==> src/rtl/rv32_pkg.sv <==
// Shared RV32I encodings: opcodes, sequencer states and mux selects used by the
// controller, immediate generator and ALU decode.
package rv32_pkg;

  localparam logic [6:0] OPC_LOAD   = 7'b0000011;
  localparam logic [6:0] OPC_OPIMM  = 7'b0010011;
  localparam logic [6:0] OPC_OP     = 7'b0110011;
  localparam logic [6:0] OPC_STORE  = 7'b0100011;
  localparam logic [6:0] OPC_BRANCH = 7'b1100011;
  localparam logic [6:0] OPC_JAL    = 7'b1101111;
  localparam logic [6:0] OPC_JALR   = 7'b1100111;
  localparam logic [6:0] OPC_LUI    = 7'b0110111;
  localparam logic [6:0] OPC_AUIPC  = 7'b0010111;

  typedef enum logic [2:0] {
    ST_FETCH   = 3'd0,
    ST_DECODE  = 3'd1,
    ST_EXECUTE = 3'd2,
    ST_MEM     = 3'd3,
    ST_WB      = 3'd4,
    ST_TRAP    = 3'd5
  } state_t;

  localparam logic [1:0] PC_SEL_PLUS4  = 2'd0;
  localparam logic [1:0] PC_SEL_BRANCH = 2'd1;
  localparam logic [1:0] PC_SEL_JALR   = 2'd2;

  localparam logic [1:0] WB_SEL_ALU  = 2'd0;
  localparam logic [1:0] WB_SEL_LOAD = 2'd1;
  localparam logic [1:0] WB_SEL_PC4  = 2'd2;
  localparam logic [1:0] WB_SEL_IMMU = 2'd3;

endpackage

==> src/rtl/op_class_dec.sv <==
// Opcode classifier: turns a 7-bit RV32I opcode into the instruction-class flags
// the sequencer branches on.
module op_class_dec
  import rv32_pkg::*;
(
  input  logic [6:0] opcode,
  output logic       is_load,
  output logic       is_store,
  output logic       is_branch,
  output logic       is_jal,
  output logic       is_jalr,
  output logic       is_lui,
  output logic       is_alu,
  output logic       legal
);

  // AUIPC writes back through the ALU path, so it is grouped with OP/OP-IMM.
  always_comb begin
    is_load   = 1'b0;
    is_store  = 1'b0;
    is_branch = 1'b0;
    is_jal    = 1'b0;
    is_jalr   = 1'b0;
    is_lui    = 1'b0;
    is_alu    = 1'b0;
    legal     = 1'b1;
    case (opcode)
      OPC_LOAD:                     is_load   = 1'b1;
      OPC_STORE:                    is_store  = 1'b1;
      OPC_BRANCH:                   is_branch = 1'b1;
      OPC_JAL:                      is_jal    = 1'b1;
      OPC_JALR:                     is_jalr   = 1'b1;
      OPC_LUI:                      is_lui    = 1'b1;
      OPC_OP, OPC_OPIMM, OPC_AUIPC: is_alu    = 1'b1;
      default:                      legal     = 1'b0;
    endcase
  end

endmodule

==> src/rtl/multicycle_ctrl.sv <==
// Multi-cycle RV32I sequencer: steps each instruction through fetch, decode,
// execute, memory and writeback and counts retired instructions.
module multicycle_ctrl
  import rv32_pkg::*;
(
  input  logic        clock,
  input  logic        reset,
  input  logic        imem_ready,
  input  logic [31:0] instr,
  input  logic        branch_taken,
  input  logic        dmem_ready,
  output logic        imem_req,
  output logic        ir_load,
  output logic        imm_en,
  output logic        pc_we,
  output logic [1:0]  pc_sel,
  output logic        reg_we,
  output logic [1:0]  wb_sel,
  output logic        dmem_req,
  output logic        dmem_we,
  output logic        illegal,
  output logic [2:0]  state,
  output logic [31:0] instret
);

  state_t      r_state;
  logic [6:0]  r_opcode;
  logic [2:0]  r_funct3;
  logic [4:0]  r_rd;
  logic [31:0] r_instret;

  logic w_isLoad, w_isStore, w_isBranch, w_isJal, w_isJalr, w_isLui, w_isAlu, w_legal;
  logic w_retire;
  logic w_unused;

  op_class_dec u_opClassDec (
    .opcode    (r_opcode),
    .is_load   (w_isLoad),
    .is_store  (w_isStore),
    .is_branch (w_isBranch),
    .is_jal    (w_isJal),
    .is_jalr   (w_isJalr),
    .is_lui    (w_isLui),
    .is_alu    (w_isAlu),
    .legal     (w_legal)
  );

  // Operand and immediate fields are consumed by the datapath straight from IR.
  assign w_unused = ^{instr[31:15], r_funct3};

  // Every retired instruction ends with exactly one PC write.
  assign w_retire = pc_we;

  // Control strobes decode the current state and latched fields; ir_load is
  // held off during reset so an aborted cycle cannot look like a fetch.
  always_comb begin
    imem_req = 1'b0;
    ir_load  = 1'b0;
    imm_en   = 1'b0;
    pc_we    = 1'b0;
    pc_sel   = PC_SEL_PLUS4;
    reg_we   = 1'b0;
    wb_sel   = WB_SEL_ALU;
    dmem_req = 1'b0;
    dmem_we  = 1'b0;
    illegal  = 1'b0;
    case (r_state)
      ST_FETCH: begin
        imem_req = 1'b1;
        ir_load  = imem_ready & ~reset;
      end
      ST_DECODE: imm_en = 1'b1;
      ST_EXECUTE: begin
        if (w_isBranch) begin
          pc_we  = 1'b1;
          pc_sel = branch_taken ? PC_SEL_BRANCH : PC_SEL_PLUS4;
        end
      end
      ST_MEM: begin
        dmem_req = 1'b1;
        dmem_we  = w_isStore;
        pc_we    = w_isStore & dmem_ready;
      end
      ST_WB: begin
        reg_we = (r_rd != 5'd0);
        pc_we  = 1'b1;
        if (w_isLoad)               wb_sel = WB_SEL_LOAD;
        else if (w_isJal | w_isJalr) wb_sel = WB_SEL_PC4;
        else if (w_isLui)           wb_sel = WB_SEL_IMMU;
        if (w_isJal)                pc_sel = PC_SEL_BRANCH;
        else if (w_isJalr)          pc_sel = PC_SEL_JALR;
      end
      ST_TRAP: illegal = 1'b1;
      default: ;
    endcase
  end

  // Sequencer state, latched instruction fields and retire counter.
  always_ff @(posedge clock or posedge reset) begin
    if (reset) begin
      r_state   <= ST_FETCH;
      r_opcode  <= 7'd0;
      r_funct3  <= 3'd0;
      r_rd      <= 5'd0;
      r_instret <= 32'd0;
    end else begin
      if (w_retire) r_instret <= r_instret + 32'd1;
      case (r_state)
        ST_FETCH: begin
          if (imem_ready) begin
            r_opcode <= instr[6:0];
            r_rd     <= instr[11:7];
            r_funct3 <= instr[14:12];
            r_state  <= ST_DECODE;
          end
        end
        ST_DECODE: r_state <= w_legal ? ST_EXECUTE : ST_TRAP;
        ST_EXECUTE: begin
          if (w_isLoad | w_isStore)                      r_state <= ST_MEM;
          else if (w_isBranch)                           r_state <= ST_FETCH;
          else if (w_isAlu | w_isJal | w_isJalr | w_isLui) r_state <= ST_WB;
          else                                           r_state <= ST_TRAP;
        end
        ST_MEM: begin
          if (dmem_ready) r_state <= w_isLoad ? ST_WB : ST_FETCH;
        end
        ST_WB:   r_state <= ST_FETCH;
        ST_TRAP: r_state <= ST_TRAP;
        default: r_state <= ST_FETCH;
      endcase
    end
  end

  assign state   = r_state;
  assign instret = r_instret;

endmodule

==> config.mk <==
export PLATFORM = sky130hd
export DESIGN_NAME = multicycle_ctrl
export DESIGN_NICKNAME = d
export VERILOG_FILES = /design/src/rtl/rv32_pkg.sv /design/src/rtl/op_class_dec.sv /design/src/rtl/multicycle_ctrl.sv
export SDC_FILE = /design/constraint.sdc
export NUM_CORES = 1
export LEC_CHECK = 0
export CELL_PAD_IN_SITES_DETAIL_PLACEMENT = 0
export CELL_PAD_IN_SITES_GLOBAL_PLACEMENT = 1
export CORE_ASPECT_RATIO = 1.2
export CORE_MARGIN = 2
export CORE_UTILIZATION = 30
export CTS_CLUSTER_SIZE = 12
export DETAILED_ROUTE_END_ITERATION = 7
export PLACE_DENSITY_LB_ADDON = 0.08
export SLEW_MARGIN = 0
export SYNTH_ARGS = -nofsm -noshare
export SYNTH_HDL_FRONTEND = slang
export SYNTH_SLANG_ARGS = --single-unit
==> constraint.sdc <==
create_clock -name clock -period 1.8 [get_ports clock]
set_input_delay 0.18 -clock clock [delete_from_list [all_inputs] [get_ports clock]]
set_output_delay 0.18 -clock clock [all_outputs]
set_load 0.005 [all_outputs]
# --- Yosys cells after proc, flatten, opt, wreduce, memory -nomap -nowiden ---
# Cells that the tools add are included.
totals:
  ff_bits: 47
  input_bits: 37
  output_inout_bits: 47
  elab_cells: 69
op_classes:
  add_sub_neg: 1
  n_eq_ne: 16
  mux: 34
  bitwise_logic: 8
  n_reduce_logical: 6
op_table:
  columns: ["op", "n"]
  rows:
  - ["adder 32 x 1 -> 32 bit, second input constant", 1]
  - ["equality test 7 x 6 -> 1 bit, second input constant", 3]
  - ["equality test 7 bit, second input constant", 3]
  - ["two-way mux 1 bit", 19]
  - ["two-way mux 3 bit", 6]
  - ["one-hot mux 3 bit (5 select lines)", 1]
  - ["equality test 7 x 5 -> 1 bit, second input constant", 2]
  - ["two-way mux 2 bit", 6]
  - ["OR reduction 9 bit", 1]
  - ["equality test 7 x 2 -> 1 bit, second input constant", 1]
  - ["equality test 3 x 2 -> 1 bit, second input constant", 2]
  - ["equality test 3 bit, second input constant", 2]
  - ["bitwise OR 1 bit", 5]
  - ["nonzero test 5 bit", 1]
  - ["!= test 2 bit, second input constant", 2]
  - ["one-hot mux 2 bit (2 select lines)", 1]
  - ["AND reduction 2 bit", 2]
  - ["equality test 3 x 1 -> 1 bit, second input constant", 1]
  - ["zero test 3 bit", 1]
  - ["one-hot mux 1 bit (3 select lines)", 1]
  - ["OR reduction 3 bit", 1]
  - ["bitwise AND 1 bit", 2]
  - ["NOT 1 bit", 1]

# --- Logic depth before layout (Yosys ltp) ---
# Gate-level depths: netlist of run 1.
logic_depth:
  depth_word: 10
  mapped_depth: 7
  mapped_depth_nobuf: 5

# --- Hierarchy ---
# A second synthesis of run 1 with hierarchy kept.
unflattened:
  cells_unflattened: 222
  hier_area_um2: 2351.0
modules_own_cells:
  columns: ["mod", "instances", "cells_per_inst", "area_each_um2", "seq_area_each_um2"]
  rows:
  - ["multicycle_ctrl", 1, 202, 2230.9, 1176.1]
  - ["op_class_dec", 1, 20, 120.1, 0.0]

# --- Worst setup path before layout of run 1 ---
# OpenSTA, ideal clock, no wires.
synth_path:
  kind: "register to register"
  start: "register r_state[1] (netlist: state[1])"
  end: "register r_instret[1] (netlist: instret[1])"
  setup_time_ns: 0.125
  arrival_ns: 1.635
  required_ns: 1.675
  path_slack_ns: 0.040
  stages_incl_launch_ff: 6
  path_buffers: 1
  synth_period_minus_slack_ns: 1.760
  cell_sequence: "dfrtp_1 and4b_1 and4_4 or3_1 buf_2 mux2_4"
synth_between:
  elab_chain_len: 2
  word_cells_on_any_way: 4
  classes_between: "eq/ne: 3; mux: 1"
synth_lines:
  columns: ["element", "line_no", "rtl"]
  rows:
  - ["from (decl)", "multicycle_ctrl.sv:26", "state_t r_state;"]
  - ["from (signal assigned)", "multicycle_ctrl.sv:117", "ST_DECODE: r_state <= w_legal ? ST_EXECUTE : ST_TRAP;"]
  - ["from (signal assigned)", "multicycle_ctrl.sv:125", "if (dmem_ready) r_state <= w_isLoad ? ST_WB : ST_FETCH;"]
  - ["equality test 3 bit / equality test 3 x 2 -> 1 bit (equally long branches)", "multicycle_ctrl.sv:67", "case (r_state)"]
  - ["one-hot mux 1 bit (3 select lines) *", "multicycle_ctrl.sv:67", null]
  - ["net pc_we", "multicycle_ctrl.sv:15", "output logic pc_we,"]
  - ["to (signal assigned)", "multicycle_ctrl.sv:107", "if (w_retire) r_instret <= r_instret + 32'd1;"]
  - ["to (decl)", "multicycle_ctrl.sv:30", "logic [31:0] r_instret;"]
# The timed path passes the listed nets; every way through them passes the cells marked *.
# A chain may end at the register's enable or synchronous reset.

# --- Final worst setup path of run 1 ---
layout_path:
  start: "register r_state[1] (netlist: state[1])"
  end: "register r_instret[25] (netlist: instret[25])"
layout_between:
  elab_chain_len: 2
  word_cells_on_any_way: 4
  classes_between: "eq/ne: 3; mux: 1"
layout_lines:
  columns: ["element", "line_no"]
  rows:
  - ["equality test 3 bit / equality test 3 x 2 -> 1 bit (equally long branches)", "multicycle_ctrl.sv:67"]
  - ["one-hot mux 1 bit (3 select lines) *", "multicycle_ctrl.sv:67"]
# Mark *: on every way between the ends. The rest lies on a longest branch, timed or not.

==> results of run 1 <==
==> cells in the mapped netlist, types with 2 or more instances <==
cell type                  number  area, µm²
sky130_fd_sc_hd__nand2_1       48        180
sky130_fd_sc_hd__dfrtp_1       47       1180
sky130_fd_sc_hd__xnor2_1       19        166
sky130_fd_sc_hd__nand3_1       12       60.1
sky130_fd_sc_hd__xor2_1        12        105
sky130_fd_sc_hd__nor2_1        11       41.3
sky130_fd_sc_hd__and3_1         9       56.3
sky130_fd_sc_hd__and2_1         7       43.8
sky130_fd_sc_hd__a21oi_1        6       30.0
sky130_fd_sc_hd__and4_1         6       52.6
sky130_fd_sc_hd__nand4_1        6       37.5
sky130_fd_sc_hd__buf_2          5       25.0
sky130_fd_sc_hd__inv_1          5       18.8
sky130_fd_sc_hd__nor2b_1        5       31.3
sky130_fd_sc_hd__nor3_1         5       25.0
sky130_fd_sc_hd__o21ai_0        5       25.0
sky130_fd_sc_hd__a31oi_1        3       18.8
sky130_fd_sc_hd__clkbuf_1       3       11.3
sky130_fd_sc_hd__nand2b_1       3       18.8
sky130_fd_sc_hd__and4b_1        2       20.0
sky130_fd_sc_hd__nor3b_1        2       15.0
sky130_fd_sc_hd__or3_1          2       12.5
==> power by group through the flow <==
stage | combinational (mW) | clock, mW | sequential (mW)
after floorplan | 0.769 | 0 | 1.50
after global placement | 1.74 | 0 | 1.49
after detailed placement | 1.75 | 0 | 1.49
after CTS | 2.10 | 0.843 | 1.45
after global routing | 2.63 | 0.873 | 1.49
final | 2.41 | 0.805 | 1.46
==> worst paths after layout <==
path | startpoint | end | slack [ns]
min in group clock | instr[7] | r_rd[0] | 0.40
hold reg to reg | r_rd[3] | r_rd[3] | 0.48
setup reg to reg | state[1] | instret[25] | -0.22
setup / recovery | state[1] | instret[25] | -0.22
max in group asynchronous | reset | r_opcode[3] | 1.32
hold / removal | reset | instret[3] | 0.25
==> logic make-up after synthesis <==
group / after synthesis / synth area share (%)
mux: 2 / 1.03
buf+inv: 14 / 2.73
fa+ha+maj: 1 / 0.516
flops: 47 / 48.5
xor+xnor: 31 / 11.2
compound gates: 21 / 5.62
simple gates: 130 / 30.4
==> per-stage QoR <==
stage / util, % / power (mW)
final: 54.0 / 4.67
after floorplan: - / 2.27
after global routing: 54.0 / 5.00
after global placement: 44.9 / 3.23
after CTS: 49.2 / 4.40
after detailed placement: 44.9 / 3.24
==> critical path, stage by stage (launching register included) <==
cell and delay [ns]:
sky130_fd_sc_hd__dfrtp_1 0.44, sky130_fd_sc_hd__buf_6 0.14, sky130_fd_sc_hd__buf_6 0.11, sky130_fd_sc_hd__nor2b_4 0.12, sky130_fd_sc_hd__and4b_1 0.21, sky130_fd_sc_hd__buf_6 0.13, sky130_fd_sc_hd__buf_6 0.11, sky130_fd_sc_hd__o31ai_4 0.29
sky130_fd_sc_hd__buf_4 0.16, sky130_fd_sc_hd__nor4_2 0.03, sky130_fd_sc_hd__xor2_1 0.16
==> routing by layer <==
layer / up-vias / part of all wire [%] / track usage (%)
li1: 1107 / - / -
met1: 1052 / 41 / 17.3
met2: 42 / 54 / 28.6
met3: 7 / 3.3 / 2.88
met4: 0 / 1.2 / 5.01
met5: - / 0 / 0
==> cell type report <==
class	count	share of cell area (%)
tap	92	2.75
clock buffer	5	1.64
sequential	47	28.2
timing repair buffer	132	29.1
multi-input combinational	185	36.7
inverter	5	0.448
clock inverter	3	1.11
==> placed cells by master, fill, tap and decap left out, types with 4 or more instances in the layout <==
cell and count:
sky130_fd_sc_hd__a21oi_1 4, sky130_fd_sc_hd__xnor2_1 14, sky130_fd_sc_hd__nand4_1 6, sky130_fd_sc_hd__nand3_2 6, sky130_fd_sc_hd__buf_6 22, sky130_fd_sc_hd__clkdlybuf4s50_1 51, sky130_fd_sc_hd__and3_4 4, sky130_fd_sc_hd__and3_1 5
sky130_fd_sc_hd__nor2_4 4, sky130_fd_sc_hd__o21ai_0 5, sky130_fd_sc_hd__inv_1 4, sky130_fd_sc_hd__clkbuf_8 5, sky130_fd_sc_hd__xor2_1 11, sky130_fd_sc_hd__and4_1 6, sky130_fd_sc_hd__buf_2 4, sky130_fd_sc_hd__buf_4 46
sky130_fd_sc_hd__dfrtp_1 44, sky130_fd_sc_hd__nand2_1 43, sky130_fd_sc_hd__nand3_4 5, sky130_fd_sc_hd__xnor2_2 5, sky130_fd_sc_hd__and2_1 5, sky130_fd_sc_hd__nor2_1 4
==> registers in the layout, indices dropped and copies added, names as in the netlist <==
register,cells
instret,32
r_opcode,7
r_rd,5
state,3
==> timing repair <==
item | in CTS | in global routing
hold endpoints to repair | 0 | 0
pin swaps | 9 | 38
resized for setup | 51 | 77
endpoints found under the setup margin | 17 | 41
buffers inserted | 15 | 9
==> summary.md, run 1 <==
| Metric | Value |
|---|---|
| Number of DRC markers after the initial detailed-route iteration | 33 |
| PwrDens | 1120 mW/mm² |
| Timing-limited maximum frequency | 0.496 GHz |
| Area grow syn2layout | 72.5% |
| Initial core utilization | 31.3% |
| Cell area after synthesis | between 0.002 and 0.0025 mm² |
| Number of rows created at floorplan | 35 |
| Net switching fraction of the power | 34.9% |
| Period minus WS final | 2.02 ns |
| Combinational fraction of design power | between 50 and 60% |
| CP max FO | 4 |
| Number of top-level pins | between 80 and 90 |
| Total area of multi-input combinational cells | roughly 0.0015 mm² |
| Overall track demand over capacity in global routing | 15.2% |
| Max VDD drop | 528 µV |
| Wirelength per Cell | 14.2 µm |
| Via density per instance | 4.71 |
| Num CTS Buffers | 5 |
| Number of hold buffers added after CTS | 0 |
| Number of distinct standard cells referenced by the synthesized netlist | 45 |
| WHS | 0.252 ns |
| Max-cap violations | 0 |
| Wire length after detailed routing | ~6700 µm |
| Rel. slew slack | 73.6% |
| Unrepaired setup endpoints after global routing | true |
| Setup Viol. Count Final | 31 |
| Via count of the routed design | 2208 |
| Number of clock sinks seen by CTS | 47 |
| Half-perimeter wire length after placement | 4570 µm |
| Weighted congestion reported at the end of routability-driven placement | ~0.78 |
| Minimum setup slack in the final design | -0.216 ns |
| Class of the most critical setup path | reg -> reg |
| Initial antenna violation count | 0 |
| CTS tree | yes |
| Worst hold path type | in -> async |
| Diode insertion count for antenna repair | 0 |
| Router iterations before antenna repair | 3 |
| Number of instances in the synthesized netlist | approximately 250 |
| Transition time of the tightest slew-check pin | 0.392 ns |
| Number of I/O port buffers | 63 |
| Reported leakage power | 1.97 nW |
| Sequential element share of the synthesized area | 48.5% |
| Die area | 0.00883 mm² |
| Worst clock skew | 0.0101 ns |
| Core outline area | 0.00775 mm² |
| Share of layout cells above drive strength 1 | 39.5% |
| Result of the run | finished, violations left |
| Internal power consumption | 3.04 mW |
| Worst EP required | slightly below 2 ns |
| Dominant synthesized flop cell | sky130_fd_sc_hd__dfrtp_1 |
| Violated checks | setup timing |
| Mean Syn Cell Area | 9.86 µm² |
| Clock Tree Buf Depth | 2 |
| Post-Layout Cell Count | 469 |
| Share of total power in the clock network | between 10% and 20% |
| Sequential cell fraction of total power | a little under a third |
| Final period util | 112% |
| Count of yosys warnings during synthesis | 0 |
| Maximum number of pins on one net before global-route repair | 48 |
| Die outline height | 103 µm |
| Insertion delay to the later sink of the worst-skew pair | 0.31 ns |
| Number of cells on the worst reg-to-reg path | 10 |
| Cell total after placement | 438 |
| Net switching power | 1.63 mW |
| FFs w/ async S/R, synth | 100% |
| Data arrival, critical path | 2.21 ns |
| Crit path launch type | flop |
| Fin Setup TNS | -3.50 ns |
| Nets | between 400 and 500 |
| Final hold violation count | 0 |
| Die width | 86.1 µm |
| Clock transition at the registers of the reported paths | 0.10 ns |
| Worst slack, placed | -0.145 ns |
| Placed Area | 0.00348 mm² |
| Net count after synthesis | 284 |
| EDFF count, synth | 0 |
| Clock root cell | sky130_fd_sc_hd__clkbuf_8 |
| Fill count | 738 |
| Final-report max-slew violation count | 0 |
| First-pass GRT wire length | 10500 µm |
| CP Capture Type | flop |
| Via count of the first global-routing pass | 2215 |
| Storage element area | 0.00118 mm² |
| Antenna Violating Nets Remaining | 0 |
| Total grt overflow | 0 |
| DRC violation count after routing | 0 |
| Flip-flop and latch count after synthesis | between 40 and 50 |
| H-Tree Level Count | 2 |
| Final instance area | roughly 0.0042 mm² |
No activity file was read; power rests on OpenSTA's default activity.
==> run 2, diff against run 1 <==
Settings changed: SETUP_SLACK_MARGIN from default to 0.2.
==> summary.md, run 2 (synthesis results as in run 1) <==
| Metric | Value |
|---|---|
| Final-report max-slew violation count | 0 |
| Cell total after placement | 445 |
| Startpoint of the worst setup timing path | state[1] |
| Max-cap violations | 0 |
| Crit path launch type | flop |
| Worst hold path type | in -> async |
| Share of layout cells above drive strength 1 | 44.9% |
| Die width | 86.1 µm |
| Via count of the routed design | ~2.3k |
| Number of cells on the worst reg-to-reg path | 10 |
| Wire length after detailed routing | 6880 µm |
| Number of I/O port buffers | 63 |
| Insertion delay to the later sink of the worst-skew pair | 0.31 ns |
| Worst EP required | 2.01 ns |
| Result of the run | finished, violations left |
| Most frequent cells in the layout | sky130_fd_sc_hd__clkdlybuf4s50_1 (49), sky130_fd_sc_hd__buf_4 (49), sky130_fd_sc_hd__dfrtp_1 (42) |
| DRC violation count after routing | 0 |
| Setup Viol. Count Final | 35 |
| Crit Reg-Reg Endpoint | instret[19] |
| Violated checks | setup timing |
| Number of top-level pins | 84 |
| CTS tree | yes |
| Number of flip-flops under the largest register name | 32 |
| Core outline area | 0.00775 mm² |
| Data arrival, critical path | 2.14 ns |
| Reported leakage power | 2.03 nW |
| Total area of multi-input combinational cells | 0.00150 mm² |
| Area grow syn2layout | 77.9% |
| Initial core utilization | 31.3% |
| Transition time of the tightest slew-check pin | 0.387 ns |
| PwrDens | 1160 mW/mm² |
| Fin Setup TNS | -1.95 ns |
| Clock transition at the registers of the reported paths | approximately 0.10 ns |
| Timing-limited maximum frequency | slightly above 0.5 GHz |
| Wirelength per Cell | 14.2 µm |
| Storage element area | 0.00118 mm² |
| Final instance area | 0.00432 mm² |
| Period minus WS final | approximately 1.9 ns |
| Clock Tree Buf Depth | 2 |
| Via density per instance | 4.76 |
| Antenna Violating Nets Remaining | 0 |
| Num CTS Buffers | 5 |
| CP max FO | 5 |
| Minimum setup slack in the final design | -0.136 ns |
| Critical path endpoint | instret[19] |
| Worst clock skew | 0.00972 ns |
| Class of the most critical setup path | reg -> reg |
| Number of rows created at floorplan | 35 |
| Die outline height | 103 µm |
| Number of clock sinks seen by CTS | 47 |
| Rel. slew slack | 74.0% |
| Placed Area | 0.00355 mm² |
| CP Capture Type | flop |
| Half-perimeter wire length after placement | 4620 µm |
| Post-route core utilization | 55.7% |
| Final hold violation count | 0 |
| Via count of the first global-routing pass | 2309 |
| Number of DRC markers after the initial detailed-route iteration | 44 |
| Maximum number of pins on one net before global-route repair | 43 |
| First-pass GRT wire length | 11000 µm |
| Diode insertion count for antenna repair | 0 |
| Final period util | 108% |
| Worst-case register-to-register setup slack | -0.14 ns |
| Fill count | between 700 and 800 |
| WHS | 0.102 ns |
| Startpoint of the lowest-slack register-to-register path | state[1] |
| Clock root cell | sky130_fd_sc_hd__clkbuf_8 |
| Initial antenna violation count | 0 |
| Overall track demand over capacity in global routing | 15.8% |
| Max VDD drop | approximately 630 µV |
| Total grt overflow | 0 |
| Nets | ~430 |
| Die area | 0.00883 mm² |
| Post-Layout Cell Count | 484 |
| Weighted congestion reported at the end of routability-driven placement | 0.782 |
| Router iterations before antenna repair | 5 |
| Unrepaired setup endpoints after global routing | true |
| H-Tree Level Count | 2 |
[run 2: changes by cell type in the layout (fill, tap and decap cells not counted), sizes merged]
cell / before / now
buf: 74 / 96
clkbuf: 8 / 5
clkdlybuf4s50: 51 / 49
dlymetal6s2s: 3 / 1
[run 2: stage by stage]
step,power (mW),setup WS [ns]
floorplan,2.29,0.0658
global placement,3.33,-0.158
detailed placement,3.35,-0.136
CTS,4.60,-0.123
global route,5.33,-0.225
finish,5.01,-0.136
[run 2: layer usage]
layer  track usage, %  wire, µm  share of wire [%]
met5                0         0                  0
met4             5.25       137                2.0
met3             3.36       222                3.2
met2             28.7      3710                 54
met1             18.4      2810                 41
[run 2: worst min path at each step]
stage	to	slack, ns	cells past startpoint
floorplan	r_opcode[3]	0.29	2
global placement	r_rd[1]	0.43	2
detailed placement	r_rd[1]	0.43	2
CTS	r_rd[1]	0.1	2
global route	r_rd[1]	0.10	2
finish	r_rd[1]	0.10	2
[run 2: critical path, cell delays in order, from the launching register on]
cell,delay (ns)
sky130_fd_sc_hd__dfrtp_2,0.46
sky130_fd_sc_hd__buf_6,0.13
sky130_fd_sc_hd__nor2b_4,0.12
sky130_fd_sc_hd__and4b_1,0.19
sky130_fd_sc_hd__buf_4,0.14
sky130_fd_sc_hd__buf_6,0.11
sky130_fd_sc_hd__o31ai_2,0.19
sky130_fd_sc_hd__buf_4,0.22
sky130_fd_sc_hd__buf_6,0.12
sky130_fd_sc_hd__nor2_4,0.03
sky130_fd_sc_hd__xor2_1,0.13
[run 2: power by group]
part           internal (mW)  total, mW  switching [mW]
clock network          0.419      0.818           0.399
registers               1.28       1.50           0.219
logic                   1.55       2.69            1.14
total                   3.25       5.01            1.76
[run 2: layout make-up]
type	count	area share [%]
multi-input cells	185	34.8
repair buffers	147	32.0
inverters	5	0.493
clock buffers	5	1.59
clock inverters	3	1.07
flip-flops and latches	47	27.4
well taps	92	2.67
[run 2: timing repair]
action	4_1_cts	5_1_grt
buffers inserted	17	14
endpoints found under the setup margin	44	61
gates cloned	0	0
pin swaps	24	42
hold buffers	0	0
gates resized for setup	100	73
==> run 3, diff against run 2 <==
Settings changed: CORE_MARGIN 2 to 3.
==> summary.md, run 3 (synthesis results as in run 1) <==
| Metric | Value |
|---|---|
| Result of the run | finished, violations left |
| Violated checks | setup timing |
| Clock Tree Buf Depth | 2 |
| Number of clock sinks seen by CTS | 47 |
| Die outline height | 105 µm |
| Worst hold path type | in -> async |
| Share of layout cells above drive strength 1 | between 40 and 50% |
| Most frequent cells in the layout | sky130_fd_sc_hd__clkdlybuf4s50_1 (49), sky130_fd_sc_hd__buf_4 (47), sky130_fd_sc_hd__dfrtp_1 (43) |
| Data arrival, critical path | approximately 1.7 ns |
| Number of hold buffers added after CTS | 0 |
| Overall power consumption | 4.73 mW |
| Combinational fraction of design power | 52.6% |
| Number of flip-flops under the largest register name | 32 |
| Area grow syn2layout | 76.1% |
| Post-route core utilization | 55.1% |
| CP max FO | 6 |
| Final hold violation count | 0 |
| Startpoint of the worst setup timing path | r_opcode[2] |
| Clock transition at the registers of the reported paths | 0.09 ns |
| Net switching power | approximately 1.6 mW |
| H-Tree Level Count | 2 |
| Max VDD drop | between 500 and 600 µV |
| Number of I/O port buffers | 63 |
| Wirelength per Cell | 14.3 µm |
| Clock root cell | sky130_fd_sc_hd__clkbuf_8 |
| Fill count | 709 |
| Core outline area | 0.00775 mm² |
| First-pass GRT wire length | 11100 µm |
| Initial antenna violation count | 0 |
| Initial core utilization | 31.3% |
| Antenna Violating Nets Remaining | 0 |
| Num CTS Buffers | 5 |
| Net switching fraction of the power | 34.8% |
| Number of top-level pins | 84 |
| Sequential cell fraction of total power | 31.2% |
| Via density per instance | 4.82 |
| Rel. slew slack | 72.6% |
| WHS | 0.278 ns |
| Crit path launch type | flop |
| Number of rows created at floorplan | 35 |
| Diode insertion count for antenna repair | 0 |
| Nets | 418 |
| Worst-case register-to-register setup slack | -0.03 ns |
| Class of the most critical setup path | reg -> out |
| Overall track demand over capacity in global routing | approximately 15% |
| Period minus WS final | 1.84 ns |
| Share of total power in the clock network | 16.2% |
| Total grt overflow | 0 |
| Via count of the first global-routing pass | ~2.3k |
| Timing-limited maximum frequency | about 0.54 GHz |
| Weighted congestion reported at the end of routability-driven placement | approximately 0.76 |
| Insertion delay to the later sink of the worst-skew pair | 0.30 ns |
| Leading cell type in the layout, fill and taps excluded | sky130_fd_sc_hd__clkdlybuf4s50_1 |
| Placed Area | 0.00353 mm² |
| Final-report max-slew violation count | 0 |
| CP Capture Type | primary output |
| Half-perimeter wire length after placement | 4590 µm |
| Maximum number of pins on one net before global-route repair | 48 |
| Worst clock skew | 0.00994 ns |
| Wire length after detailed routing | 6750 µm |
| Max-cap violations | 0 |
| Reported leakage power | 2.05 nW |
| PwrDens | roughly 1100 mW/mm² |
| Via count of the routed design | 2277 |
| Worst EP required | approximately 1.6 ns |
| Internal power consumption | 3.08 mW |
| Final instance area | 0.00427 mm² |
| Die width | 88.1 µm |
| Die area | 0.00921 mm² |
| Startpoint of the lowest-slack register-to-register path | r_opcode[3] |
| Setup Viol. Count Final | 7 |
| CTS tree | yes |
| Minimum setup slack in the final design | -0.0392 ns |
| Number of DRC markers after the initial detailed-route iteration | 67 |
| Unrepaired setup endpoints after global routing | true |
| DRC violation count after routing | 0 |
| Final period util | 102% |
| Transition time of the tightest slew-check pin | 0.409 ns |
| Fin Setup TNS | -0.186 ns |
| Router iterations before antenna repair | 4 |
run 3: cell count changes in the layout (fill, tap and decap cells not counted), sizes merged:
cell          previous run  this run
inv                      6         5
clkbuf                   5         9
dlygate4sd2              1         0
clkinvlp                 1         0
dlymetal6s2s             1         2
buf                     96        82
run 3: worst max-delay path: stages (launching register included):
cell	delay [ns]
sky130_fd_sc_hd__dfrtp_1	0.40
sky130_fd_sc_hd__buf_4	0.16
sky130_fd_sc_hd__buf_4	0.15
sky130_fd_sc_hd__or3_4	0.40
sky130_fd_sc_hd__a21oi_4	0.14
sky130_fd_sc_hd__buf_2	0.13
run 3: power by group through the flow:
stage | Clock [mW] | Sequential, mW | Combinational, mW
floorplan | 0 | 1.50 | 0.787
global placement | 0 | 1.48 | 1.82
detailed placement | 0 | 1.48 | 1.82
CTS | 0.792 | 1.47 | 2.22
global route | 0.826 | 1.51 | 2.71
finish | 0.765 | 1.48 | 2.49
run 3: final timing paths:
kind,to,cells after the start
hold / removal,instret[8],3
min in group clock,r_opcode[0],3
setup / recovery,wb_sel[0],5
hold reg to reg,instret[31],1
max in group asynchronous,r_opcode[4],3
setup reg to reg,instret[18],8
run 3: area by class of cell:
| class | instances | area [µm²] | area share, % |
|---|---|---|---|
| timing repair buffer | 136 | 1280 | 29.9 |
| multi-input combinational | 185 | 1580 | 36.9 |
| inverter | 5 | 18.8 | 0.439 |
| sequential | 47 | 1180 | 27.6 |
| clock buffer | 6 | 72.6 | 1.70 |
| tap | 92 | 115 | 2.69 |
| clock inverter | 1 | 30.0 | 0.703 |
run 3: what timing repair did:
| item | 4_1_cts | 5_1_grt |
|---|---|---|
| setup endpoints to repair | 44 | 52 |
| gates resized for setup | 99 | 65 |
| setup buffers | 14 | 9 |
| pin swaps | 32 | 21 |
| gates cloned | 1 | 0 |
run 3: per-stage QoR:
step | instances | setup slack (ns)
global route | 472 | -0.108
floorplan | 246 | 0.0658
CTS | 463 | -0.0658
finish | 472 | -0.0392
detailed placement | 441 | -0.120
global placement | 441 | -0.165
run 3: layer usage:
metal	up-vias	routed length [µm]	track usage, %
met1	1100	2750	17.7
met2	49	3630	27.0
met3	13	233	2.69
met5	-	0	0
li1	1115	-	-
met4	0	138	4.86
